`src/rtl/mem_stage_lsu.sv`:
```
// Memory-stage load/store unit.
// Accepts one op per cycle from execute. Non-memory ops pass straight to
// writeback. Aligned, legal loads and stores run one request/acknowledge
// access on the data-memory port, while execute is stalled.
// Lane alignment and load extension are handled here.
// Every writeback field is registered.

module mem_stage_lsu #(
  parameter int unsigned MAX_WAIT = 255
) (
  input  logic        clk,
  input  logic        reset_n,
  input  logic        ex_valid,
  output logic        ex_ready,
  input  logic        ex_is_load,
  input  logic        ex_is_store,
  input  logic [2:0]  ex_funct3,
  input  logic [31:0] ex_alu_result,
  input  logic [31:0] ex_store_data,
  input  logic [4:0]  ex_rd,
  output logic        dmem_req,
  output logic        dmem_we,
  output logic [31:0] dmem_addr,
  output logic [3:0]  dmem_be,
  output logic [31:0] dmem_wdata,
  input  logic        dmem_ack,
  input  logic [31:0] dmem_rdata,
  input  logic        dmem_err,
  output logic        wb_valid,
  output logic [4:0]  wb_rd,
  output logic [31:0] wb_data,
  output logic        wb_misaligned,
  output logic        wb_fault
);

  typedef enum logic [0:0] {
    ST_IDLE   = 1'b0,
    ST_ACCESS = 1'b1
  } state_t;

  localparam logic [31:0] LP_MAX_WAIT = 32'(MAX_WAIT);
  localparam logic [31:0] LP_TO_LAST  = LP_MAX_WAIT - 32'd1;

  // Byte enables for a given width and low address bits.
  function automatic logic [3:0] f_be(input logic [2:0] f3, input logic [1:0] lo);
    logic [3:0] be;
    case (f3[1:0])
      2'b00:   be = 4'b0001 << lo;
      2'b01:   be = lo[1] ? 4'b1100 : 4'b0011;
      default: be = 4'b1111;
    endcase
    return be;
  endfunction

  // Store data replicated across every lane the width can land in.
  function automatic logic [31:0] f_wdata(input logic [2:0] f3, input logic [31:0] d);
    logic [31:0] w;
    case (f3[1:0])
      2'b00:   w = {4{d[7:0]}};
      2'b01:   w = {2{d[15:0]}};
      default: w = d;
    endcase
    return w;
  endfunction

  // Lane select plus sign/zero extension of a read word.
  function automatic logic [31:0] f_load_ext(input logic [2:0] f3, input logic [1:0] lo,
                                             input logic [31:0] rd);
    logic [7:0]  b;
    logic [15:0] h;
    logic [31:0] r;
    case (lo)
      2'b00:   b = rd[7:0];
      2'b01:   b = rd[15:8];
      2'b10:   b = rd[23:16];
      default: b = rd[31:24];
    endcase
    h = lo[1] ? rd[31:16] : rd[15:0];
    case (f3)
      3'b000:  r = {{24{b[7]}}, b};
      3'b001:  r = {{16{h[15]}}, h};
      3'b100:  r = {24'd0, b};
      3'b101:  r = {16'd0, h};
      default: r = rd;
    endcase
    return r;
  endfunction

  // Width encodings that have no meaning for the op kind.
  function automatic logic f_illegal(input logic is_load, input logic is_store,
                                     input logic [2:0] f3);
    logic ill;
    if (is_load) begin
      ill = (f3 == 3'b011) || (f3 == 3'b110) || (f3 == 3'b111);
    end else if (is_store) begin
      ill = (f3 != 3'b000) && (f3 != 3'b001) && (f3 != 3'b010);
    end else begin
      ill = 1'b0;
    end
    return ill;
  endfunction

  // Halves need an even address, words need a 4-byte aligned address.
  function automatic logic f_misaligned(input logic [2:0] f3, input logic [1:0] lo);
    logic mis;
    case (f3[1:0])
      2'b01:   mis = lo[0];
      2'b10:   mis = (lo != 2'b00);
      default: mis = 1'b0;
    endcase
    return mis;
  endfunction

  state_t      r_state;
  state_t      w_state_nxt;
  logic [31:0] r_cnt;
  logic [31:0] w_cnt_nxt;
  logic        w_capture;

  logic [31:0] r_addr;
  logic [1:0]  r_lo;
  logic [2:0]  r_funct3;
  logic        r_we;
  logic [3:0]  r_be;
  logic [31:0] r_wdata;
  logic [4:0]  r_rd;

  logic        r_wb_valid;
  logic [4:0]  r_wb_rd;
  logic [31:0] r_wb_data;
  logic        r_wb_mis;
  logic        r_wb_fault;
  logic        w_wb_valid;
  logic [4:0]  w_wb_rd;
  logic [31:0] w_wb_data;
  logic        w_wb_mis;
  logic        w_wb_fault;

  logic w_in_access;
  logic w_accept;
  logic w_is_mem;
  logic w_illegal;
  logic w_misal;
  logic w_timeout;

  assign w_in_access = (r_state == ST_ACCESS);
  assign w_accept    = ex_valid & (r_state == ST_IDLE);
  assign w_is_mem    = ex_is_load | ex_is_store;
  assign w_illegal   = f_illegal(ex_is_load, ex_is_store, ex_funct3);
  assign w_misal     = f_misaligned(ex_funct3, ex_alu_result[1:0]);
  assign w_timeout   = (LP_MAX_WAIT != 32'd0) && (r_cnt == LP_TO_LAST);

  assign ex_ready   = (r_state == ST_IDLE);
  assign dmem_req   = w_in_access;
  assign dmem_we    = w_in_access & r_we;
  assign dmem_addr  = w_in_access ? r_addr  : 32'd0;
  assign dmem_be    = w_in_access ? r_be    : 4'd0;
  assign dmem_wdata = w_in_access ? r_wdata : 32'd0;

  assign wb_valid      = r_wb_valid;
  assign wb_rd         = r_wb_rd;
  assign wb_data       = r_wb_data;
  assign wb_misaligned = r_wb_mis;
  assign wb_fault      = r_wb_fault;

  // Next state, wait counter, capture strobe and the next writeback beat.
  always_comb begin
    w_state_nxt = r_state;
    w_cnt_nxt   = r_cnt;
    w_capture   = 1'b0;
    w_wb_valid  = 1'b0;
    w_wb_rd     = 5'd0;
    w_wb_data   = 32'd0;
    w_wb_mis    = 1'b0;
    w_wb_fault  = 1'b0;
    case (r_state)
      ST_IDLE: begin
        if (!w_accept) begin
          w_state_nxt = ST_IDLE;
        end else if (!w_is_mem) begin
          w_wb_valid = 1'b1;
          w_wb_rd    = ex_rd;
          w_wb_data  = ex_alu_result;
        end else if (w_illegal) begin
          w_wb_valid = 1'b1;
          w_wb_fault = 1'b1;
        end else if (w_misal) begin
          w_wb_valid = 1'b1;
          w_wb_mis   = 1'b1;
        end else begin
          w_capture   = 1'b1;
          w_cnt_nxt   = 32'd0;
          w_state_nxt = ST_ACCESS;
        end
      end
      ST_ACCESS: begin
        if (dmem_err) begin
          // An error beats a simultaneous ack.
          w_state_nxt = ST_IDLE;
          w_wb_valid  = 1'b1;
          w_wb_fault  = 1'b1;
        end else if (dmem_ack) begin
          w_state_nxt = ST_IDLE;
          w_wb_valid  = 1'b1;
          w_wb_rd     = r_we ? 5'd0  : r_rd;
          w_wb_data   = r_we ? 32'd0 : f_load_ext(r_funct3, r_lo, dmem_rdata);
        end else if (w_timeout) begin
          w_state_nxt = ST_IDLE;
          w_wb_valid  = 1'b1;
          w_wb_fault  = 1'b1;
        end else begin
          w_cnt_nxt = r_cnt + 32'd1;
        end
      end
      default: begin
        w_state_nxt = ST_IDLE;
      end
    endcase
  end

  // State register and access wait counter.
  always_ff @(posedge clk or negedge reset_n) begin
    if (!reset_n) begin
      r_state <= ST_IDLE;
      r_cnt   <= 32'd0;
    end else begin
      r_state <= w_state_nxt;
      r_cnt   <= w_cnt_nxt;
    end
  end

  // Hold the accepted memory op steady for the whole access.
  always_ff @(posedge clk or negedge reset_n) begin
    if (!reset_n) begin
      r_addr   <= 32'd0;
      r_lo     <= 2'd0;
      r_funct3 <= 3'd0;
      r_we     <= 1'b0;
      r_be     <= 4'd0;
      r_wdata  <= 32'd0;
      r_rd     <= 5'd0;
    end else if (w_capture) begin
      r_addr   <= {ex_alu_result[31:2], 2'b00};
      r_lo     <= ex_alu_result[1:0];
      r_funct3 <= ex_funct3;
      r_we     <= ex_is_store;
      r_be     <= f_be(ex_funct3, ex_alu_result[1:0]);
      r_wdata  <= ex_is_store ? f_wdata(ex_funct3, ex_store_data) : 32'd0;
      r_rd     <= ex_rd;
    end else begin
      r_addr   <= r_addr;
      r_lo     <= r_lo;
      r_funct3 <= r_funct3;
      r_we     <= r_we;
      r_be     <= r_be;
      r_wdata  <= r_wdata;
      r_rd     <= r_rd;
    end
  end

  // Registered writeback beat; the fields are zero when no beat is issued.
  always_ff @(posedge clk or negedge reset_n) begin
    if (!reset_n) begin
      r_wb_valid <= 1'b0;
      r_wb_rd    <= 5'd0;
      r_wb_data  <= 32'd0;
      r_wb_mis   <= 1'b0;
      r_wb_fault <= 1'b0;
    end else begin
      r_wb_valid <= w_wb_valid;
      r_wb_rd    <= w_wb_rd;
      r_wb_data  <= w_wb_data;
      r_wb_mis   <= w_wb_mis;
      r_wb_fault <= w_wb_fault;
    end
  end

endmodule

```
`config.mk`:
```
export PLATFORM = sky130hd
export DESIGN_NAME = mem_stage_lsu
export DESIGN_NICKNAME = d
export VERILOG_FILES = /design/src/rtl/mem_stage_lsu.sv
export SDC_FILE = /design/constraint.sdc
export NUM_CORES = 1
export LEC_CHECK = 0
export ABC_AREA = 1
export CORE_ASPECT_RATIO = 1.75
export CORE_MARGIN = 2
export CORE_UTILIZATION = 45
export CTS_CLUSTER_DIAMETER = 120
export CTS_CLUSTER_SIZE = 24
export DETAILED_ROUTE_END_ITERATION = 8
export GPL_ROUTABILITY_DRIVEN = 0
export GPL_TIMING_DRIVEN = 0
export PLACE_DENSITY = 0.78
export SYNTH_ARGS = -nofsm -noshare
export SYNTH_HDL_FRONTEND = slang
export SYNTH_SLANG_ARGS = --single-unit
```
`constraint.sdc`:
```
create_clock -name clk -period 1.49 [get_ports clk]
set_input_delay 0.149 -clock clk [delete_from_list [all_inputs] [get_ports clk]]
set_output_delay 0.149 -clock clk [all_outputs]
set_load 0.02 [all_outputs]
```
==> results.md <==
* Worst slew margin at 54.1%
* Fin Clk Skew at 0.00975 ns
* Fin crit period at 1.97 ns
* CTS tree: yes
* XOR/XNOR share of the synthesized area at 1.33%
* Net switching power at 5.73 mW
* Fin nets at 1,678
* Final Hold Viols at 0
* Residual DRC at 6
* Slowest stage delay, CP at 0.46 ns
* Area delta synth->final at 70.0%
* Area contributors post-synth: dfrtp_1 (44%), nand2_1 (21%), inv_1 (7.0%)
* Most frequent cell after synthesis: nand2_1
* Register area share after synthesis at 43.9%
* Worst path required time at 1.81 ns
* Pwr Density at 1100 mW/mm²
* Initial core utilization at 46.0%
* Internal power at 10.3 mW
* Filler cell count in the final layout at 1,010
* CP most frequent cell: nand2_1
* Combinational Power Share at 34.3%
* H-tree depth at 4
* Tightest Pin Transition at 0.689 ns
* CP arrival at 2.29 ns
* Worst setup path class: flop to flop
* Fin cells at 1,812
* Global-route wire length before repair at 52,900 µm
* Total power at 16.1 mW
* DR pass1 iterations at 9
* Vias in the first global route at 10.1k
* Register area at 0.00376 mm²
* Distinct cells, synth at 37
* All-Layer GR Usage at 34.7%
* Clock-pin transition on the worst setup and hold timing paths at 0.07 ns
* Fin worst setup slack at -0.483 ns
* Adder-cell area share of the yosys netlist at 0.878%
* Status: finished with violations
* Cells along the critical path: nor3_1, nand2_1, nor2_1, nand2_2, nand2_4, nand2_8, buf_8, nand2_1, nand2_1
* Setup violators final at 217
* Placeable Area at 0.0186 mm²
* DR iter-0 viols at 1,351
* DRT Wirelength at 43,400 µm
* Fin util at 78.2%
* Syn avg cell area at 6.84 µm²
* Critical Path Start Type: flop
* Tcrit/Tclk final at 132%
* Max Fanout on Critical Path at 10
* Synth top cells by count: nand2_1 (477), inv_1 (160), dfrtp_1 (150)
* Hold Path Depth at 3
* Slew Viols, Final at 0
* Total grt overflow at 0
* Number of synthesized flops with an enable pin at 0
* Clk buf depth at 2
* Dpl hpwl at 22,800 µm
* Clock network power share at 32.1%
* Clock sinks at 150
* LEAKAGE at 7.73 nW
* DR vias at 11.0k
* Setup WS pre-CTS at -1.11 ns
* CP Capture Type: flop
* Ys async rst share at 100%
* Simple logic cell fraction of the synthesized area at 34.1%
* DIE AREA at 0.0202 mm²
* Die width at 108 µm
* Largest net degree at the start of global routing at 79
* Unrepaired setup endpoints after global routing: true
* Switching share of power at 35.7%
* Synth Warn # at 0
* Port bufs at 219
* Worst min path class: input port to flop
* Root Driver: clkbuf_16
* Antenna violations before repair at 2
* Maxcap violations at 0
* Multiplexer area fraction after synthesis at 0%
* Post-Place Cells at 1,710
* Synth Flop Type: dfrtp_1
* Multi-input logic area at 0.00522 mm²
* Mapped Cells at 1,251
* Die H at 186 µm
* Post-synthesis compound-gate area fraction at 8.40%
* CTS Buf Count at 17
* Post-route ant nets at 0
* Vias per inst at 6.05
* Cell Area, Synth at 0.00855 mm²
* Slowest cell on crit path: dfrtp_1
* Layout cells sized above 1 at 35.3%
* R2R depth at 9
* Number of cell rows at 66
* Share of the synthesized area in the top cell type at 43.9%
* Sum of negative setup slack at -51.41 ns
* Routed len/inst at 23.9 µm
* Ports at 222
* Synth Register Bits at 150
* Area leader, netlist: dfrtp_1
* Flop pwr share at 33.6%
* Achievable frequency at 0.507 GHz
* Clock latency on the worst-skew pair at 0.45 ns
* Maximum vdd drop at 838 µV
* Failing checks: DRC, setup timing
* Main combinational cell family by area after synthesis: simple AND/OR/NAND/NOR gates
[cell families (layout without fill, tap and decap cells)]
logic type               count (synthesis)  count (layout)
buffers and inverters                  225             545
AO/OA/AOI/OAI                          139             139
adder cells (fa/ha/maj)                  6               6
other                                    1               3
AND/OR/NAND/NOR                        717             718
XOR/XNOR                                13              13
flip-flops                             150             150
[area by class of cell]
type	count	area share [%]
diodes	1	0.0172
clock buffers	20	3.21
flip-flops and latches	150	25.9
repair buffers	293	22.0
inverters	165	4.54
plain buffers	56	4.96
multi-input cells	878	35.9
clock inverters	11	1.51
well taps	238	2.05
[per-layer routing]
| metal | share of wire (%) | GRT usage (%) |
|---|---|---|
| met2 | 48 | 61.0 |
| met5 | 0 | 0 |
| met3 | 11 | 7.27 |
| met4 | 13 | 29.7 |
| met1 | 29 | 33.1 |
[per-stage QoR]
step	area [µm²]	hold WS (ns)
2_1_floorplan	8620	-0.147
3_3_place_gp	11100	0.459
3_5_place_dp	11100	0.215
4_1_cts	13100	0.167
5_1_grt	14500	0.0211
6_report	14500	0.00173
[sequential cells by signal, summed over array words and instances (netlist names)]
signal and cells:
r_funct3 3, r_be 4, r_lo 2, wb_fault 1
r_we 1, r_rd 5, wb_rd 5, wb_valid 1
r_cnt 32, r_wdata 32, wb_misaligned 1, r_addr 30
wb_data 32, dmem_req 1
[cell usage in the layout, fill, tap and decap left out, types with 31 or more instances in the layout]
cell / n
dlygate4sd2_1: 41
nor2_1: 122
nand2_1: 332
clkdlybuf4s50_1: 107
dfrtp_1: 146
clkbuf_16: 31
nand3_1: 59
buf_6: 78
inv_2: 52
o21ai_2: 53
nand2_2: 64
nand2_4: 82
buf_4: 37
inv_1: 107
[critical path: cells and delay by family, from the launching register on]
family | cells | cell delay (ns)
flops | 1 | 0.46
simple gates | 8 | 1.22
buf+inv | 1 | 0.16
[path summary, 6_finish.rpt]
path	start	endpoint	slack, ns
setup / recovery	r_cnt[9]	r_cnt[15]	-0.48
hold / removal	ex_funct3[0]	r_funct3[0]	0.002
setup reg to reg	r_cnt[9]	r_cnt[15]	-0.48
hold reg to reg	r_be[2]	r_be[2]	0.49
max in group asynchronous	reset_n	r_cnt[0]	0.31
min in group asynchronous	reset_n	wb_data[10]	0.30
[what timing repair did]
| item | CTS | global route |
|---|---|---|
| hold endpoints to repair | 72 | 0 |
| cloned | 16 | 8 |
| pin swaps | 25 | 33 |
| hold buffers | 1 | 0 |
| setup buffers | 36 | 20 |
| gates resized for setup | 696 | 375 |
| setup endpoints to repair | 258 | 217 |
[power groups by stage]
| stage | Sequential, mW | Clock, mW | Combinational, mW |
|---|---|---|---|
| after floorplan | 5.07 | 0 | 1.82 |
| after global placement | 5.06 | 0 | 3.18 |
| after detailed placement | 5.07 | 0 | 3.26 |
| after CTS | 5.12 | 5.05 | 4.18 |
| after global routing | 5.43 | 5.30 | 5.72 |
| final | 5.40 | 5.15 | 5.51 |
(Power assumes the default switching activity.)
==> variant: new RTL, config.mk and constraints unchanged <==
The output `wb_fault` loses its register stage (`r_wb_fault` becomes a continuous assignment).
--- a/src/rtl/mem_stage_lsu.sv
+++ b/src/rtl/mem_stage_lsu.sv
@@ -265,15 +265,15 @@
       r_wb_rd    <= 5'd0;
       r_wb_data  <= 32'd0;
       r_wb_mis   <= 1'b0;
-      r_wb_fault <= 1'b0;
     end else begin
       r_wb_valid <= w_wb_valid;
       r_wb_rd    <= w_wb_rd;
       r_wb_data  <= w_wb_data;
       r_wb_mis   <= w_wb_mis;
-      r_wb_fault <= w_wb_fault;
-    end
-  end
+    end
+  end
+
+  assign r_wb_fault = w_wb_fault;
 
 endmodule
 
Behaviour: not the same (Yosys sat finds a counterexample within 4 cycles, from zero or initial values and one cycle with reset_n low).
==> variant against the unedited design <==
The flow still finishes with violations (design-rule violations, negative setup slack); clock power decreased by 11%; worst setup slack worse by 0.49 ns; wire length increased by 18%; combinational power is 8.2% higher; total power is 0.33% lower; synthesized cell count is essentially flat; global-route usage rose by 2.8 points; first-iteration DRC count up 39%; synthesized area down 0.29%; design area rose by 4.5%; hold slack gained 0.19 ns; sequential cell count is 1 lower; critical endpoint is now wb_fault; largest power group unchanged; highest routed layer is now met5.
==> variant: results (changes against the unedited design) <==
- Status: complete, but fails checks
- Failing checks: design-rule violations, negative setup slack
- Fillers: 858 (-15%)
- Vias in the first global route: 10.22k (+1.1%)
- Layout cell share with drive strength beyond 1: 40.63% (+5.3 points)
- Clock Power: 4.60 mW (-11%)
- CP startpoint: r_cnt[5]$_DFFE_PN0P_
- Min Hold Slack: 0.1928 ns (+0.1910 ns)
- Root Driver: clkbuf_16
- Critical path capture point: wb_fault
- Total CTS buffers: 17 (unchanged)
- Crit-path max FO: 4 (-6)
- Placed Area: 11120 um2 (-0.22%)
- DRT Wirelength: 51000 um (+18%)
- FFs w/ async S/R, synth: 100.0% (unchanged)
- Nets@finish: 1704 (+1.5%)
- Count leader, synth: nand2_1
- GRT Util Overall: 37.45% (+2.8 points)
- Initial antenna violation count: 1 (-1)
- PortBufs: 219 (unchanged)
- DRC: 115 (+109)
- Clock buffer depth: 2 (unchanged)
- Final TNS setup: -90.36 ns (-38.94 ns)
- Final clock skew: 0.01725 ns (+0.007506 ns)
- Syn avg cell area: 6.821 um2 (-0.21%)
- Worst-Margin Slew: 0.7124 ns (+0.02384 ns)
- HP Class: primary input to flip-flop
- Cell Int Power: 9.593 mW (-7.1%)
- Reg-to-Reg End: r_cnt[11]$_DFFE_PN0P_
- R2R setup slack: -0.93 ns (-0.45 ns)
- Clk Latency, worst-skew pair: 0.45 ns (about the same)
- Via count: 11.89k (+8.5%)
- Initial drt markers: 1876 (+39%)
- Hpwl dp: 22500 um (-1.3%)
- Comb group: 5.96 mW (+8.2%)
- VDD IR max: 820.6 uV (-2.1%)
- DP Worst Slack: -1.142 ns (-0.03258 ns)
- Commonest cells post-synth: 477 x nand2_1, 160 x inv_1, 149 x dfrtp_1, 135 x nor2_1, 92 x o21ai_0
- Hold Path End: r_funct3[1]$_DFFE_PN0P_
- Largest net degree at the start of global routing: 100 (+27%)
- Worst hold path startpoint: ex_funct3[1]
- Predominant post-synthesis flop cell: dfrtp_1
- Global-route wire length before repair: 55950 um (+5.8%)
- Synth top area cells: dfrtp_1 44%, nand2_1 21%, inv_1 7.0%
- Non-Filler Instances: 1839 (+1.5%)
- PnR worst setup slack: -0.9733 ns (-0.4903 ns)
- Register area share after synthesis: 43.73% (-0.16 points)
- Clock slew at reported path FFs: 0.07 ns (about the same)
- H-tree depth: 4 (unchanged)
- Lkg Pwr: 8.195 nW (+6.0%)
- WHS Path Cells: 3 (unchanged)
- Setup Viol. Count Final: 217 (unchanged)
- Final total power: 16.01 mW (-0.33%)
- Synthesis Warnings: 0 (unchanged)
- Crit path DAT: 2.31 ns (+0.02 ns)
- Synth cell types: 37 (unchanged)
- Reg2reg path depth: 12 (+3)
[variant: per-layer routing]
metal	GRT usage (%)	vias to the layer above	share of wire, %	wire length [um]
met2	64.68	1346	46	23300
met3	9.419	618	12	6094
met1	36.65	5404	29	14780
met4	32.05	4	13	6764
met5	0	-	0.13	66
li1	-	4515	-	-
[variant: repair_timing]
action | CTS | global route
pin swaps | 35 | 42
hold endpoints to repair | 50 | 0
hold buffers | 1 | 0
buffers inserted | 41 | 40
setup endpoints to repair | 250 | 224
gates cloned | 24 | 7
gates resized for setup | 804 | 416
[variant: area by class of cell]
| class | instances | area (um2) | area share, % |
|---|---|---|---|
| diodes | 1 | 2.502 | 0.01646 |
| plain buffers | 55 | 768.2 | 5.054 |
| clock buffers | 18 | 439.2 | 2.889 |
| clock inverters | 14 | 156.4 | 1.029 |
| inverters | 165 | 649.4 | 4.272 |
| multi-input cells | 878 | 5401 | 35.54 |
| flip-flops and latches | 149 | 3736 | 24.58 |
| well taps | 238 | 297.8 | 1.959 |
| repair buffers | 321 | 3749 | 24.66 |
[variant: cell families after synthesis]
group | share of synthesized area, %
compound gates | 8.424
xor+xnor | 1.335
fa+ha+maj | 0.8805
buf+inv | 11.40
flops | 43.73
other cells | 0.04398
simple gates | 34.18
[variant: worst max-delay path, cell delays in order (launching register included)]
cell	delay, ns
dfrtp_2	0.44
nand2_1	0.15
nor2_1	0.29
nand2_1	0.11
nor2_1	0.31
nand2_2	0.13
o21bai_1	0.14
nand2_1	0.07
nand2_1	0.09
buf_6	0.14
